$ cat src/rtl/fg_event_monitor.sv
// Observer for the registered f/g stage: counts f rising edges, tracks the longest g high run
// and checks that every f rise is followed by a g rise within WINDOW clocks.
module fg_event_monitor #(
    parameter int CNT_W  = 8,
    parameter int WINDOW = 4
) (
    input  logic             clk,
    input  logic             rst,
    input  logic             clr,
    input  logic             f_in,
    input  logic             g_in,
    output logic [CNT_W-1:0] f_rise_cnt,
    output logic [CNT_W-1:0] g_max_run,
    output logic             match,
    output logic             miss,
    output logic             busy
);

    typedef enum logic [1:0] {
        IDLE,
        ARMED,
        HIT,
        MISS
    } state_t;

    localparam logic [CNT_W-1:0] CNT_MAX  = '1;
    localparam logic [CNT_W-1:0] WIN_LAST = CNT_W'(WINDOW - 1);

    state_t           state;
    state_t           state_n;
    logic [CNT_W-1:0] timer;
    logic [CNT_W-1:0] timer_n;
    logic [CNT_W-1:0] run;
    logic [CNT_W-1:0] run_inc;
    logic             f_q;
    logic             g_q;
    logic             f_rise;
    logic             g_rise;

    assign f_rise  = f_in & ~f_q;
    assign g_rise  = g_in & ~g_q;
    assign run_inc = (run == CNT_MAX) ? CNT_MAX : run + CNT_W'(1);

    // Statistics; a clear takes priority over any increment on the same edge.
    always_ff @(posedge clk or posedge rst) begin
        if (rst) begin
            f_q        <= 1'b0;
            g_q        <= 1'b0;
            f_rise_cnt <= '0;
            g_max_run  <= '0;
            run        <= '0;
        end else begin
            f_q <= f_in;
            g_q <= g_in;
            if (clr) begin
                f_rise_cnt <= '0;
                g_max_run  <= '0;
                run        <= '0;
            end else begin
                if (f_rise && (f_rise_cnt != CNT_MAX))
                    f_rise_cnt <= f_rise_cnt + CNT_W'(1);
                run <= g_in ? run_inc : '0;
                if (g_in && (run_inc > g_max_run))
                    g_max_run <= run_inc;
            end
        end
    end

    always_ff @(posedge clk or posedge rst) begin
        if (rst) begin
            state <= IDLE;
            timer <= '0;
        end else begin
            state <= state_n;
            timer <= timer_n;
        end
    end

    // While ARMED, extra f rises are ignored here so the window is never extended.
    always_comb begin
        state_n = state;
        timer_n = timer;
        case (state)
            IDLE: begin
                if (f_rise) begin
                    state_n = ARMED;
                    timer_n = '0;
                end
            end
            ARMED: begin
                if (g_rise)
                    state_n = HIT;
                else if (timer == WIN_LAST)
                    state_n = MISS;
                else
                    timer_n = timer + CNT_W'(1);
            end
            HIT, MISS: begin
                if (f_rise) begin
                    state_n = ARMED;
                    timer_n = '0;
                end else begin
                    state_n = IDLE;
                end
            end
            default: state_n = IDLE;
        endcase
    end

    assign match = (state == HIT);
    assign miss  = (state == MISS);
    assign busy  = (state == ARMED);

endmodule

$ cat config.mk
export PLATFORM = sky130hd
export DESIGN_NAME = fg_event_monitor
export DESIGN_NICKNAME = d
export VERILOG_FILES = /design/src/rtl/fg_event_monitor.sv
export SDC_FILE = /design/constraint.sdc
export NUM_CORES = 1
export LEC_CHECK = 0
export ABC_CLOCK_PERIOD_IN_PS = 3600
export BUFFER_PORTS_ARGS = -buffer_cell sky130_fd_sc_hd__buf_4
export CORE_ASPECT_RATIO = 1.2
export CORE_MARGIN = 10
export CORE_UTILIZATION = 40
export DETAILED_ROUTE_END_ITERATION = 8
export GPL_TIMING_DRIVEN = 0
export SLEW_MARGIN = 20
export SYNTH_ARGS = -nofsm -noshare
export SYNTH_HDL_FRONTEND = slang
export SYNTH_SLANG_ARGS = --single-unit
$ cat constraint.sdc
create_clock -name clk -period 3.6 [get_ports clk]
set_clock_uncertainty 0.15 [all_clocks]
set_input_delay 0.18 -clock clk [delete_from_list [all_inputs] [get_ports clk]]
set_output_delay 0.18 -clock clk [all_outputs]
set_load 0.05 [all_outputs]
==> impl_metrics.json <==
{
  "synth_commonest_cells": "dfrtp_1, nor2_1, inv_1, nand2_1, a21oi_1",
  "status": "complete, no violations",
  "crit_path_start_kind": "register",
  "ioPinCount": 24,
  "routabilityCongestion": 0.794,
  "cp.depth": 12,
  "multi_input_area_um2": 958,
  "die_height_um": 96.3,
  "crit_start": "run[0]",
  "routed_via_density": 5.28,
  "grt_overflow": 0,
  "critPathCapture": "g_max_run[4]",
  "wl_per_cell_um": 14.3,
  "hold_slack_ns": 0.182,
  "core_area_um2": 4660,
  "dieWidth_um": 83.6,
  "required_ns": 3.64,
  "start_util": 0.417,
  "period_share": 0.833,
  "ys_top_cells_by_area": "dfrtp_1, ha_1, nor2_1",
  "relSlewSlack": 0.675,
  "r2r_slack_ns": 0.60,
  "cts_sinks": 36,
  "portBuffers": 23,
  "grt_pass1_wl_um": 7160,
  "post-route-util": 0.499,
  "track_usage": 0.108,
  "syn2layout_area_growth_pct": 19.8,
  "cts-htree-levels": 2,
  "cts_tree": "built",
  "syn_inst": 197,
  "netlist.area_leader.share": 0.464,
  "clock_latency_ns": 0.29,
  "yosys_register_bits": 36,
  "period_needed_ns": 3.00,
  "fin_nets": 247,
  "regArea_um2": 901,
  "postLayoutCellArea_um2": 2330,
  "firstDrtPassIters": 4,
  "tightest_slew_ns": 0.488,
  "ys_async_sr_fraction": 1.00,
  "yosysUniqueCellTypes": 40,
  "crit_chain": "ha_1 > and3_1 > buf_6 > nand3_1 > mux2i_1 > inv_1 > ha_1 > nand2_1 > o21ai_2 > nor2b_1 > or4_1 > o31ai_1",
  "finalSetupTns_ns": 0,
  "place_area_um2": 2210,
  "synth_warnings": 0,
  "setup_viol": 0,
  "synth_edf_count": 0,
  "cts_made_buffers": 5,
  "maxCapViolCount": 0,
  "diodes": 0,
  "yosysTopAreaCell": "dfrtp_1",
  "dieArea_um2": 8050,
  "synth_seq_area_share": 0.464,
  "grt_start_max_net_pins": 34,
  "synthFlopType": "dfrtp_1",
  "rsz0062_at_grt": "false",
  "drive_gt1_frac": 0.168,
  "dr_total_vias": 1530,
  "hold_class": "in -> async",
  "cp_top_family": "simple AND/OR/NAND/NOR gates",
  "antenna_found_initial": 0,
  "synth_fp_nets": 213,
  "first_iter_violations": 25,
  "peakVddDrop_v": 0.000285,
  "cp-end-kind": "register",
  "syn_avg_cell_area_um2": 9.86,
  "clock.fmax_ghz": 0.333,
  "clkTransAtPathRegs_ns": 0.08,
  "syn_area_um2": 1940,
  "reg2reg_to": "g_max_run[4]",
  "leakage_nw": 1.13,
  "cp_common_cell": "ha_1",
  "clockBufferDepth": 2,
  "regToRegStartpoint": "run[0]",
  "worstSetupPathType": "reg -> reg",
  "hold_viol": 0,
  "drc": 0,
  "crit_path_max_fanout": 6,
  "dp_hpwl_um": 3150,
  "ctsResizeCount": 0,
  "routed_wl_um": 4140,
  "row_count": 27,
  "reg2reg_depth": 12,
  "yosysMostFrequentCell": "dfrtp_1",
  "cts_root_buffer": "clkbuf_8",
  "cp_num_buf_inv": 2,
  "drv_slew": 0,
  "critPathArrivalTime_ns": 3.04,
  "drtAntennaViolNets": 0,
  "fillers": 436,
  "grt_pass1_vias": 1533,
  "power_density_nw_per_um2": 535,
  "critPathMaxStageDelay_ns": 0.52,
  "cp_slowest_cell": "or4_1"
}
==> power breakdown <==
part	switching [mW]	leakage, nW	internal, mW
Combinational	0.297	0.600	0.149
Clock	0.145	0.0455	0.156
Sequential	0.0445	0.488	0.453
Total	0.486	1.13	0.758
==> cell families after synthesis <==
logic type	share of synthesized area
adders and majority gates	0.0709
xor gates and xnor gates	0.0541
muxes	0.0206
buffers and inverters	0.0425
DFF	0.464
and+or+nand+nor	0.210
AOI/OAI and AO/OA	0.138
==> worst min-delay path by stage <==
stage          slack [ns]  cells after the start       endpoint
5_1_grt              0.19                      3  f_rise_cnt[3]
3_3_place_gp         0.16                      1            f_q
3_5_place_dp        -0.08                      2  f_rise_cnt[3]
6_report             0.18                      3  f_rise_cnt[3]
2_1_floorplan        0.06                      0            f_q
4_1_cts              0.17                      3  f_rise_cnt[3]
==> cell usage in the layout, fill, tap and decap left out, types with 3 or more instances in the layout <==
master and n:
a211oi_1 4, a21oi_1 13, and4_1 4, buf_4 23
clkbuf_1 4, clkbuf_8 6, dfrtp_1 36, dlygate4sd3_1 3
ha_1 11, inv_1 15, mux2i_1 4, nand2_1 16
nand2b_1 7, nand3_1 4, nand4_1 5, nor2_1 21
nor2b_1 5, nor3_1 3, o21ai_1 3, o31ai_1 3
or4_1 3, xnor2_1 4, xor2_1 8
==> area by class of cell <==
type,count,share of cell area
Multi-Input combinational cell,141,0.412
Sequential cell,36,0.387
Timing Repair Buffer,27,0.0957
Clock buffer,8,0.0387
Tap cell,58,0.0312
Inverter,16,0.0258
Buffer,4,0.00968
==> worst register-to-register path, cell delays in order (launching register included) <==
cell and delay, ns:
dfrtp_1 0.42, ha_1 0.25, and3_1 0.20, buf_6 0.12, nand3_1 0.10, mux2i_1 0.28
inv_1 0.07, ha_1 0.30, nand2_1 0.06, o21ai_2 0.21, nor2b_1 0.12, or4_1 0.52
o31ai_1 0.08
==> per-layer routing <==
| metal | up-vias | GRT usage | share of wire |
|---|---|---|---|
| li1 | 760 | - | - |
| met4 | 0 | 0.0461 | 0.018 |
| met2 | 26 | 0.194 | 0.50 |
| met3 | 6 | 0.0287 | 0.038 |
| met5 | - | 0 | 0 |
| met1 | 738 | 0.118 | 0.44 |
==> stage by stage <==
step	std cells	setup slack [ns]	power [mW]
finish	290	0.600	1.24
global route	290	0.376	1.32
CTS	290	0.587	1.26
detailed placement	279	0.614	0.951
global placement	278	0.657	0.941
floorplan	197	0.903	0.829
==> timing repair <==
item / CTS / global route
hold buffers: 3 / 0
setup buffers: 0 / 0
hold endpoints to repair: 38 / 0
==> sequential cells by signal (all words and copies together), names as in the netlist <==
name,flops
timer,8
f_q,1
state,2
g_q,1
run,8
f_rise_cnt,8
g_max_run,8
Note: power is estimated with default switching activity, not from simulation.
